--- src/rtl/instr_fetch_if.sv ---
// Fetch-unit handshake bundle: instruction bus request/response, backend redirect,
// and the decoder-facing instruction stream.
interface instr_fetch_if;
   logic        ireq_valid;
   logic [63:0] ireq_addr;
   logic        ireq_ready;
   logic        iresp_valid;
   logic [31:0] iresp_data;
   logic        redirect_valid;
   logic [63:0] redirect_pc;
   logic        out_valid;
   logic        out_ready;
   logic [31:0] out_instr;
   logic [63:0] out_pc;
   logic        out_misalign;

   modport master (
      output ireq_valid, ireq_addr, out_valid, out_instr, out_pc, out_misalign,
      input  ireq_ready, iresp_valid, iresp_data, redirect_valid, redirect_pc, out_ready
   );

   modport slave (
      input  ireq_valid, ireq_addr, out_valid, out_instr, out_pc, out_misalign,
      output ireq_ready, iresp_valid, iresp_data, redirect_valid, redirect_pc, out_ready
   );
endinterface

--- src/rtl/instr_fetch.sv ---
// Instruction fetch: one outstanding bus request, a small circular instruction buffer,
// redirect flush with late-response drop, and a halt on misaligned fetch PCs.
module instr_fetch #(
   parameter logic [63:0] RESET_PC  = 64'h0000_0000_8000_0000,
   parameter int          BUF_DEPTH = 2
) (
   input  logic          clk,
   input  logic          reset,
   instr_fetch_if.master bus
);
   localparam int PW = $clog2(BUF_DEPTH);
   localparam int CW = $clog2(BUF_DEPTH + 1);

   typedef enum logic [2:0] {IDLE, REQ, WAIT, DROP, HALT} state_t;

   typedef struct packed {
      logic [31:0] instr;
      logic [63:0] pc;
      logic        misalign;
   } entry_t;

   state_t         state;
   logic [63:0]    fetch_pc, req_pc;
   entry_t         fifo_q [BUF_DEPTH];
   logic [PW-1:0]  rd_ptr, wr_ptr;
   logic [CW-1:0]  count;
   logic           has_room, push, pop;
   entry_t         push_entry, head;

   assign has_room = count < CW'(BUF_DEPTH);
   assign head     = fifo_q[rd_ptr];

   assign bus.ireq_valid   = (state == REQ);
   assign bus.ireq_addr    = (state == REQ) ? fetch_pc : '0;
   assign bus.out_valid    = (count != '0) && !bus.redirect_valid;
   assign bus.out_instr    = head.instr;
   assign bus.out_pc       = head.pc;
   assign bus.out_misalign = head.misalign;

   assign pop = bus.out_valid && bus.out_ready;

   // A misaligned PC produces a single NOP-marked entry instead of a bus request.
   always_comb begin
      push       = 1'b0;
      push_entry = '0;
      if (!bus.redirect_valid) begin
         if (state == IDLE && fetch_pc[1:0] != 2'b00 && has_room) begin
            push       = 1'b1;
            push_entry = '{instr: 32'h0000_0013, pc: fetch_pc, misalign: 1'b1};
         end else if (state == WAIT && bus.iresp_valid) begin
            push       = 1'b1;
            push_entry = '{instr: bus.iresp_data, pc: req_pc, misalign: 1'b0};
         end
      end
   end

   always_ff @(posedge clk or negedge reset) begin
      if (!reset) begin
         state    <= IDLE;
         fetch_pc <= RESET_PC;
         req_pc   <= '0;
         rd_ptr   <= '0;
         wr_ptr   <= '0;
         count    <= '0;
         for (int i = 0; i < BUF_DEPTH; i++) fifo_q[i] <= '0;
      end else if (bus.redirect_valid) begin
         rd_ptr   <= '0;
         wr_ptr   <= '0;
         count    <= '0;
         fetch_pc <= bus.redirect_pc;
         // An accepted-but-unanswered request must have its response swallowed.
         case (state)
            REQ:     state <= bus.ireq_ready  ? DROP : IDLE;
            WAIT:    state <= bus.iresp_valid ? IDLE : DROP;
            DROP:    state <= bus.iresp_valid ? IDLE : DROP;
            default: state <= IDLE;
         endcase
      end else begin
         if (push) begin
            fifo_q[wr_ptr] <= push_entry;
            wr_ptr         <= wr_ptr + PW'(1);
         end
         if (pop) rd_ptr <= rd_ptr + PW'(1);
         case ({push, pop})
            2'b10:   count <= count + CW'(1);
            2'b01:   count <= count - CW'(1);
            default: count <= count;
         endcase

         case (state)
            IDLE: if (has_room) state <= (fetch_pc[1:0] == 2'b00) ? REQ : HALT;
            REQ: if (bus.ireq_ready) begin
               req_pc   <= fetch_pc;
               fetch_pc <= fetch_pc + 64'd4;
               state    <= WAIT;
            end
            WAIT: if (bus.iresp_valid) state <= IDLE;
            DROP: if (bus.iresp_valid) state <= IDLE;
            default: state <= HALT;
         endcase
      end
   end
endmodule

--- src/flat_wrapper.sv ---
// flat-port wrapper written by rule: the top's interface ports become plain ports
module instr_fetch_flat 
#(
   parameter logic [63:0] RESET_PC  = 64'h0000_0000_8000_0000,
   parameter int          BUF_DEPTH = 2
)
  (clk, reset, bus_ireq_valid, bus_ireq_addr, bus_out_valid, bus_out_instr, bus_out_pc, bus_out_misalign, bus_ireq_ready, bus_iresp_valid, bus_iresp_data, bus_redirect_valid, bus_redirect_pc, bus_out_ready);
  instr_fetch_if bus_i ();
  input  logic clk;
  input  logic reset;
  output wire logic [$bits(bus_i.ireq_valid)-1:0] bus_ireq_valid;
  output wire logic [$bits(bus_i.ireq_addr)-1:0] bus_ireq_addr;
  output wire logic [$bits(bus_i.out_valid)-1:0] bus_out_valid;
  output wire logic [$bits(bus_i.out_instr)-1:0] bus_out_instr;
  output wire logic [$bits(bus_i.out_pc)-1:0] bus_out_pc;
  output wire logic [$bits(bus_i.out_misalign)-1:0] bus_out_misalign;
  input wire logic [$bits(bus_i.ireq_ready)-1:0] bus_ireq_ready;
  input wire logic [$bits(bus_i.iresp_valid)-1:0] bus_iresp_valid;
  input wire logic [$bits(bus_i.iresp_data)-1:0] bus_iresp_data;
  input wire logic [$bits(bus_i.redirect_valid)-1:0] bus_redirect_valid;
  input wire logic [$bits(bus_i.redirect_pc)-1:0] bus_redirect_pc;
  input wire logic [$bits(bus_i.out_ready)-1:0] bus_out_ready;
  assign bus_ireq_valid = bus_i.ireq_valid;
  assign bus_ireq_addr = bus_i.ireq_addr;
  assign bus_out_valid = bus_i.out_valid;
  assign bus_out_instr = bus_i.out_instr;
  assign bus_out_pc = bus_i.out_pc;
  assign bus_out_misalign = bus_i.out_misalign;
  assign bus_i.ireq_ready = bus_ireq_ready;
  assign bus_i.iresp_valid = bus_iresp_valid;
  assign bus_i.iresp_data = bus_iresp_data;
  assign bus_i.redirect_valid = bus_redirect_valid;
  assign bus_i.redirect_pc = bus_redirect_pc;
  assign bus_i.out_ready = bus_out_ready;
  instr_fetch #(.RESET_PC(RESET_PC), .BUF_DEPTH(BUF_DEPTH)) u_core (.clk(clk), .reset(reset), .bus(bus_i));
endmodule
--- config.mk ---
export PLATFORM = sky130hd
export DESIGN_NAME = instr_fetch_flat
export DESIGN_NICKNAME = d
export VERILOG_FILES = /design/src/rtl/instr_fetch_if.sv /design/src/rtl/instr_fetch.sv /design/src/flat_wrapper.sv
export SDC_FILE = /design/constraint.sdc
export NUM_CORES = 1
export LEC_CHECK = 0
export CORE_MARGIN = 3
export CORE_UTILIZATION = 48
export DETAILED_ROUTE_END_ITERATION = 16
export DONT_BUFFER_PORTS = 1
export SYNTH_ARGS = -nofsm -noshare
export SYNTH_HDL_FRONTEND = slang
export SYNTH_SLANG_ARGS = --single-unit
--- constraint.sdc ---
create_clock -name clk -period 2.7 [get_ports clk]
set_clock_uncertainty 0.05 [all_clocks]
set_input_delay 0.405 -clock clk [delete_from_list [all_inputs] [get_ports clk]]
set_output_delay 0.405 -clock clk [all_outputs]
set_load 0.005 [all_outputs]
==> results of run 1 <==
metal layers:
| layer | vias up | share of wire |
|---|---|---|
| met5 | - | 0 |
| met4 | 0 | 0.021 |
| met3 | 63 | 0.063 |
| met2 | 360 | 0.47 |
| met1 | 5795 | 0.45 |
| li1 | 5630 | - |
area by class of cell:
cell class / count / share of cell area
sequential: 329 / 0.442
multi-input combinational: 1107 / 0.376
timing repair buffer: 146 / 0.0803
clock buffer: 52 / 0.0598
tap: 435 / 0.0292
clock inverter: 14 / 0.0109
inverter: 7 / 0.00141
antenna: 2 / 0.000269
critical path, stage by stage (launching register included):
cell and delay [ns]:
dfrtp_1 0.45, nand4bb_4 0.28, or4_4 0.57, or3_4 0.39, or4_1 0.51, a31oi_1 0.20
synthesized netlist by cell type, types with 11 or more instances:
cell and number:
mux2_2 166, nor3_1 15, and3_1 13, and2_1 65, nand4_1 31, a22oi_1 58, nand2_1 289, xnor2_1 28
o21ai_0 237, or4_1 11, nor4_1 21, dfrtp_1 328, clkbuf_1 107, buf_2 16, nor2_1 42, xor2_1 17
nand3_1 26
state kept, by name, summed over array words and instances, names as in the netlist:
name and count:
u_core.fifo_q 194, u_core.fetch_pc 64, u_core.req_pc 64, u_core.state 3, u_core.count 2, u_core.rd_ptr 1
u_core.wr_ptr 1
metrics by stage:
step | std cells | hold slack (ns) | area [um2] | worst slack (ns)
after detailed placement | 1930 | 0.0690 | 16400 | 0.151
after global routing | 2092 | -0.501 | 18600 | 0.0568
after global placement | 1930 | 0.0691 | 16400 | 0.249
after floorplan | 1576 | 0.0594 | 15800 | 0.307
final | 2092 | -0.472 | 18600 | 0.156
after CTS | 2088 | -0.486 | 18600 | 0.135
path summary, 6_finish.rpt:
kind | start | cells after the start | endpoint | slack, ns
hold / removal | reset | 0 | u_core.fifo_q[80] | -0.47
hold reg to reg | u_core.fifo_q[49] | 2 | u_core.fifo_q[49] | 0.42
min in group clk | bus_redirect_pc[11] | 2 | u_core.fetch_pc[11] | 0.01
setup reg to reg | u_core.state[2] | 5 | u_core.fetch_pc[54] | 0.16
setup / recovery | u_core.state[2] | 5 | u_core.fetch_pc[54] | 0.16
max in group asynchronous | reset | 0 | u_core.fifo_q[125] | 2.02
kinds of logic (layout without fill, tap and decap cells):
group,count (synthesis),after routing,synth area share
AO/OA/AOI/OAI,330,330,0.120
flip-flops,329,329,0.522
adder cells (fa/ha/maj),1,1,0.000794
other,0,2,0
XOR/XNOR,45,45,0.0250
AND/OR/NAND/NOR,554,554,0.171
buffers and inverters,140,219,0.0353
multiplexers,177,177,0.126
timing repair:
action                                 in CTS  in global routing
endpoints found under the hold margin     437                330
hold buffers                               92                  1
buffers inserted                            0                  1
setup endpoints to repair                   0                  1
power breakdown:
part / internal (mW) / switching, mW
Clock: 3.36 / 2.03
Sequential: 6.06 / 0.716
Combinational: 1.28 / 1.31
==> results.txt, run 1 <==
PwrDens: 792 nW/um2
setup TNS: 0 ns
Pleak: 7.93 nW
gpl congestion: 0.821
outcome: finished, violations left
kind of critical path: register to register
violated checks: hold timing
total CTS buffers: 37
hpwl dp: 27.9 mm
Cell variety after synth: 52
Overflow after GRT: 0
synthesized instance count: 1576
Hold WC Path Type: input port to async pin
Worst Path Max Fanout: 7
fillers: 2748
GR Util met1: 0.349
Worst setup SP type: register
Final Core Density: 0.583
root buffer cell: clkbuf_16
Fin Hold WS: -0.472 ns
CTS resizes: 0
Seq/Total Area, Yosys: 0.522
Synth async-reset ratio: 1.00
sequential cell area: 8240 um2
shortest period the worst path allows: 2.54 ns
Post-Syn Nets: 1679
WP data arrival: 2.92 ns
area occupied by multi-input gates: 7010 um2
Synth area leader: dfrtp_1
largest net degree at the start of global routing: 330
Crit. End Element: register
top post-synthesis cells by area: dfrtp_1 52%, mux2_2 12%, o21ai_0 7.5%
final setup fails: 0
met2 GRT Util: 0.402
first-pass GRT wire length: 70.7 mm
total power: 14.8 mW
Clock Latency Late Sink: 0.52 ns
unrepaired setup endpoints after global routing: no
clk sinks: 329
worst-margin pin slew: 1.27 ns
vias per cell: 5.66
Core Box Area: 32000 um2
Rel. slew slack: 0.151
die height: 187 um
# rows: 65
final hold viol count: 328
chip width: 187 um
Most used DFF post-synth: dfrtp_1
met3 GRT Util: 0.0538
Remaining DRCs: 0
layout cell share with drive strength beyond 1: 0.182
Synth Register Bits: 329
Routed WL: 44.1 mm
TritonCTS clock tree: built
1st-iter DRT viols: 701
Layout area overhead: 18.3%
synth warn: 0
final-report max-slew violation count: 0
Post-DRT Antenna Nets: 0
Nets: 1731
CP required: 3.07 ns
Max IR drop VDD: 0.580 mV
crit share post-route: 0.942
H-tree lvl count: 2
most common cell after layout, fill and taps aside: dfrtp_1
commonest non-fill, non-tap cells in the layout: 327 x dfrtp_1, 289 x nand2_1, 237 x o21ai_0, 166 x mux2_2, 92 x dlygate4sd3_1
top cell type's share of synthesized area: 0.521
Syn Area/Cell: 10.0 um2
Initial Utilization: 0.493
PortBufs: 0
clock-pin slew on the worst setup and hold paths: 0.06 ns
I/O Pins: 265
drt wl/cell: 21.1 um
initial antenna violation count: 2
via count: 11848
Total Routing Usage GR: 0.250
vias in the first global route: 12002
Die Area: 35000 um2
CTS max path bufs: 3
Syn Std Cell Area: 15800 um2
Max Cap Violations: 0
Post-synth EDFFs: 0
1st-pass router iterations: 5
f_max: 393 MHz
Top Usage Layer GRT: met2
No activity file was read; power rests on OpenSTA's default activity.
==> run 2: changes to the inputs <==
==> constraint.sdc (replaced) <==
create_clock -name clk -period 3.1 [get_ports clk]
set_clock_uncertainty 0.05 [all_clocks]
set_input_delay 0.465 -clock clk [delete_from_list [all_inputs] [get_ports clk]]
set_output_delay 0.465 -clock clk [all_outputs]
set_load 0.005 [all_outputs]
==> results.txt, run 2 (synthesis results as in run 1) <==
worst-margin pin slew: 0.868 ns (-0.406 ns)
Routed WL: 41.5 mm (-6.0%)
clock-pin slew on the worst setup and hold paths: 0.06 ns (about the same)
Crit. End Element: register
CTS Hold Bufs: 2 (-98%)
Worst Path Max Fanout: 8 (+1)
crit share post-route: 0.849 (-0.0931)
drt wl/cell: 21.0 um (-0.55%)
Clock Latency Late Sink: 0.52 ns (about the same)
H-tree lvl count: 2 (unchanged)
gpl congestion: 0.855 (+4.1%)
Top Registers: u_core.fifo_q (194), u_core.fetch_pc (64), u_core.req_pc (64)
# rows: 65 (unchanged)
Max IR drop VDD: 0.423 mV (-27%)
CP required: 3.48 ns (+0.41 ns)
kind of critical path: register to register
launch point of the worst path: u_core.fetch_pc[3]
vias in the first global route: 11286 (-6.0%)
outcome: finished, violations left
Core Box Area: 32000 um2 (unchanged)
Critical-path top delay cell: or4_1
Rel. slew slack: 0.421 (+0.270)
sequential cell area: 8240 um2 (unchanged)
Remaining DRCs: 0 (unchanged)
TritonCTS clock tree: built
setup TNS: 0 ns (unchanged)
vias per cell: 5.76 (+1.7%)
Initial Utilization: 0.493 (unchanged)
CTS max path bufs: 3 (unchanged)
FF-to-FF End: u_core.fetch_pc[58]
chip width: 187 um (unchanged)
area occupied by multi-input gates: 7010 um2 (unchanged)
I/O Pins: 265 (unchanged)
clock share of power: 0.371 (+0.006)
Worst setup SP type: register
Reg2Reg Launch Point: u_core.fetch_pc[3]
final setup fails: 0 (unchanged)
initial antenna violation count: 5 (+3)
first-pass GRT wire length: 65.8 mm (-6.9%)
Top reg by flops: u_core.fifo_q
Comb power frac: 0.160 (-0.016)
layout cell share with drive strength beyond 1: 0.177 (-0.00483)
CTS resizes: 0 (unchanged)
worst reg2reg path depth: 6 (+1)
violated checks: hold timing
Psw: 3.44 mW (-15%)
largest net degree at the start of global routing: 330 (unchanged)
unrepaired setup endpoints after global routing: no
Post-DRT Antenna Nets: 0 (unchanged)
Overflow after GRT: 0 (unchanged)
via count: 11393 (-3.8%)
sequential share of power: 0.469 (+0.010)
1st-iter DRT viols: 720 (+2.7%)
clk sinks: 329 (unchanged)
final-report max-slew violation count: 0 (unchanged)
Fin Hold WS: -0.405 ns (+0.0666 ns)
1st-pass router iterations: 5 (unchanged)
Post-CTS Setup Inserts: 0 (unchanged)
total CTS buffers: 38 (+2.7%)
Worst R2R Setup Slack: 0.47 ns (+0.31 ns)
commonest non-fill, non-tap cells in the layout: 327 x dfrtp_1, 289 x nand2_1, 237 x o21ai_0, 166 x mux2_2, 65 x and2_1
Total Routing Usage GR: 0.233 (-0.0175)
f_max: 380 MHz (-3.4%)
fraction of power spent switching nets: 0.272 (-0.00270)
PortBufs: 0 (unchanged)
Pleak: 7.40 nW (-6.7%)
Layout area overhead: 10.8%
pre-CTS WS: 0.524 ns (+0.373 ns)
WP data arrival: 3.02 ns (+0.10 ns)
die height: 187 um (unchanged)
hpwl dp: 27.2 mm (-2.6%)
fillers: 2854 (+3.9%)
setup ws final: 0.468 ns (+0.312 ns)
max reg flops: 194 (unchanged)
Max Cap Violations: 0 (unchanged)
Cell Int Power: 9.20 mW (-14%)
Critical Path, Cell by Cell: ha_1 -> nand3_1 -> or3_1 -> or3_4 -> or4_1 -> a31oi_1
Die Area: 35000 um2 (unchanged)
final hold viol count: 329 (+0.30%)
shortest period the worst path allows: 2.63 ns (+0.0884 ns)
Nets: 1616 (-6.6%)
most common cell after layout, fill and taps aside: dfrtp_1
Hold WC Path Type: input port to async pin
PwrDens: 723 nW/um2 (-8.6%)
delay of the slowest critical-path stage: 0.52 ns (-0.05 ns)
root buffer cell: clkbuf_16
==> run 2: cell types whose count changed in the layout (fill, tap and decap cells not counted), moves of 5 or more <==
| cell | previous run | this run |
|---|---|---|
| buf_12 | 12 | 7 |
| clkbuf_1 | 4 | 9 |
| buf_4 | 41 | 21 |
| dlygate4sd3_1 | 92 | 2 |
==> run 2: routing by layer <==
| metal | GRT usage | share of wire | up-vias |
|---|---|---|---|
| met5 | 0 | 0.0012 | - |
| met2 | 0.369 | 0.46 | 375 |
| met3 | 0.0648 | 0.074 | 48 |
| met4 | 0.0521 | 0.014 | 8 |
| met1 | 0.322 | 0.45 | 5564 |
| li1 | - | - | 5398 |
==> run 2: worst max path at each step <==
| stage | end | slack [ns] | depth (start not counted) |
|---|---|---|---|
| 3_3_place_gp | u_core.fetch_pc[54] | 0.55 | 5 |
| 5_1_grt | u_core.fetch_pc[54] | 0.34 | 6 |
| 3_5_place_dp | u_core.fetch_pc[54] | 0.52 | 6 |
| 4_1_cts | u_core.fetch_pc[54] | 0.49 | 6 |
| 2_1_floorplan | u_core.fetch_pc[54] | 0.71 | 6 |
| 6_report | u_core.fetch_pc[58] | 0.47 | 6 |
==> run 2: power groups by stage <==
stage / Combinational, mW / Clock [mW] / Sequential, mW
floorplan: 1.70 / 0 / 5.73
global placement: 2.00 / 0 / 5.92
detailed placement: 2.04 / 0 / 5.98
CTS: 2.06 / 4.77 / 5.91
global route: 2.29 / 4.97 / 6.05
finish: 2.03 / 4.69 / 5.92
==> run 2: worst max-delay path, delay by kind of cell (launching register included) <==
kind,cells,cell delay [ns]
AOI/OAI and AO/OA,1,0.17
DFF,1,0.46
adders and majority gates,1,0.24
and+or+nand+nor,4,1.63
==> run 2: stage by stage <==
stage                util  cell area [um2]  cells  total power [mW]
finish              0.547            17500   1978              12.6
global route        0.547            17500   1978              13.3
CTS                 0.546            17500   1977              12.8
detailed placement  0.504            16100   1906              8.03
global placement    0.504            16100   1906              7.92
floorplan               -            15800   1576              7.43
==> run 2: cell type report <==
class                      count  area share
timing repair buffer          30      0.0182
antenna                        1    0.000143
multi-input combinational   1107       0.401
inverter                       7     0.00150
sequential                   329       0.472
clock buffer                  58      0.0670
tap                          435      0.0312
clock inverter                11     0.00924
==> run 3: changes to the inputs <==
==> constraint.sdc (replaced) <==
create_clock -name clk -period 2.51 [get_ports clk]
set_clock_uncertainty 0.05 [all_clocks]
set_input_delay 0.3765 -clock clk [delete_from_list [all_inputs] [get_ports clk]]
set_output_delay 0.3765 -clock clk [all_outputs]
set_load 0.005 [all_outputs]
==> results.txt, run 3 (synthesis results as in run 1) <==
Critical Path, Cell by Cell: buf_4 -> and3_1 -> nand3_1 -> nor4_1 -> nor2_1 -> a221o_1
Overflow after GRT: 0 (unchanged)
hpwl dp: 27.9 mm (+2.4%)
clock-pin slew on the worst setup and hold paths: 0.06 ns (about the same)
1st-iter DRT viols: 730 (+1.4%)
Worst setup SP type: register
1st-pass router iterations: 5 (unchanged)
root buffer cell: clkbuf_16
Total Routing Usage GR: 0.242 (+0.00931)
largest net degree at the start of global routing: 330 (unchanged)
chip width: 187 um (unchanged)
CTS max path bufs: 3 (unchanged)
layout cell share with drive strength beyond 1: 0.192 (+0.0147)
H-tree lvl count: 2 (unchanged)
Critical-path top delay cell: nor4_1
total CTS buffers: 37 (-2.6%)
Fin Hold WS: -0.474 ns (-0.0689 ns)
delay of the slowest critical-path stage: 0.55 ns (+0.03 ns)
Top reg by flops: u_core.fifo_q
unrepaired setup endpoints after global routing: no
violated checks: hold timing
I/O Pins: 265 (unchanged)
most common cell after layout, fill and taps aside: dfrtp_1
Core Box Area: 32000 um2 (unchanged)
PortBufs: 0 (unchanged)
Post-DRT Antenna Nets: 0 (unchanged)
PwrDens: 807 nW/um2 (+12%)
Rel. slew slack: 0.331 (-0.0894)
Top Family by Delay on Critical Path: simple AND/OR/NAND/NOR gates
f_max: 418 MHz (+9.9%)
Remaining DRCs: 0 (unchanged)
kind of critical path: register to register
final-report max-slew violation count: 0 (unchanged)
gpl congestion: 0.857 (+0.27%)
Die Area: 35000 um2 (unchanged)
shortest period the worst path allows: 2.40 ns (-0.237 ns)
Crit. End Element: register
worst-margin pin slew: 1.00 ns (+0.135 ns)
crit share post-route: 0.954 (+0.105)
CP Depth: 6 (unchanged)
worst reg2reg path depth: 6 (unchanged)
first-pass GRT wire length: 69.0 mm (+4.8%)
setup TNS: 0 ns (unchanged)
Initial Utilization: 0.493 (unchanged)
Top Registers: u_core.fifo_q (194), u_core.fetch_pc (64), u_core.req_pc (64)
TritonCTS clock tree: built
drt wl/cell: 20.3 um (-3.2%)
initial antenna violation count: 4 (-1)
Max IR drop VDD: 0.547 mV (+29%)
# rows: 65 (unchanged)
Routed WL: 43.0 mm (+3.6%)
CP required: 2.84 ns (-0.64 ns)
Final Core Density: 0.584 (+0.0373)
Max Cap Violations: 0 (unchanged)
die height: 187 um (unchanged)
clk sinks: 329 (unchanged)
vias in the first global route: 12066 (+6.9%)
Nets: 1763 (+9.1%)
final setup fails: 0 (unchanged)
CP Buf/Inv Count: 1 (+1)
Clock Latency Late Sink: 0.50 ns (-0.02 ns)
outcome: finished, violations left
final hold viol count: 328 (-0.30%)
Hold WC Path Type: input port to async pin
Worst Path Max Fanout: 7 (-1)
fillers: 2798 (-2.0%)
via count: 12004 (+5.4%)
commonest non-fill, non-tap cells in the layout: 327 x dfrtp_1, 289 x nand2_1, 237 x o21ai_0, 166 x mux2_2, 93 x dlygate4sd3_1
WP data arrival: 2.73 ns (-0.29 ns)
CTS Hold Bufs: 94 (+92)
vias per cell: 5.67 (-1.6%)
Pleak: 7.97 nW (+7.6%)
Layout area overhead: 18.4%
max reg flops: 194 (unchanged)
==> run 3: cell types whose count changed in the layout (fill, tap and decap cells not counted), moves of 2 or more <==
cell           previous run  this run
buf_12                    7        13
buf_4                    21        70
bufinv_16                 4         0
clkbuf_1                  9         7
clkbuf_16                41        37
clkbuf_8                  8         6
diode_2                   1         3
dlygate4sd3_1             2        93
==> run 3: power by group <==
group          internal [mW]  switching, mW  total, mW
Clock                   2.86           2.06       4.93
Sequential              6.52          0.692       7.21
Combinational           1.43           1.49       2.92
Total                   10.8           4.25       15.1
==> run 3: layer usage <==
layer,global-route usage,vias up,routed length (um)
met4,0.0544,2,832
li1,-,5679,-
met3,0.0500,67,2450
met1,0.340,5930,19700
met2,0.390,326,20100
met5,0,-,13
==> run 3: layout make-up <==
cell class / instances / area [um2] / area share
clock buffers: 50 / 1030 / 0.0554
clock inverters: 8 / 45.0 / 0.00241
inverters: 7 / 26.3 / 0.00141
multi-input cells: 1107 / 7010 / 0.376
flip-flops and latches: 329 / 8240 / 0.441
diodes: 3 / 7.51 / 0.000402
repair buffers: 178 / 1760 / 0.0941
well taps: 435 / 544 / 0.0292
==> run 3: per-stage QoR <==
step	cell area [um2]	std cells	hold slack [ns]	setup slack, ns	total power, mW
floorplan	15800	1576	0.0309	0.117	9.18
global placement	16600	1962	0.0398	0.153	9.93
detailed placement	16600	1962	0.0392	0.113	10.1
CTS	18600	2114	-0.496	0.0607	15.2
global route	18700	2116	-0.505	0.000348	15.9
finish	18700	2117	-0.474	0.115	15.1
==> run 3: worst paths after layout <==
| kind | end | startpoint | slack [ns] |
|---|---|---|---|
| hold reg to reg | u_core.fifo_q[97] | u_core.fifo_q[97] | 0.42 |
| min in group clk | u_core.fetch_pc[10] | bus_redirect_pc[10] | 0.02 |
| setup reg to reg | u_core.fetch_pc[39] | u_core.fetch_pc[31] | 0.11 |
| hold / removal | u_core.fifo_q[80] | reset | -0.47 |
| setup / recovery | u_core.fetch_pc[39] | u_core.fetch_pc[31] | 0.11 |
| max in group asynchronous | u_core.req_pc[47] | reset | 2.06 |
==> run 3: repair_timing <==
item,CTS,global route
hold endpoints to repair,454,329
setup buffers,0,0
setup endpoints to repair,0,38
gates resized for setup,0,2
==> run 3: worst reg2reg max path, cell delays in order, from the launching register on <==
cell and delay [ns]:
dfstp_2 0.53, buf_4 0.14, and3_1 0.31, nand3_1 0.33, nor4_1 0.55, nor2_1 0.10, a221o_1 0.27
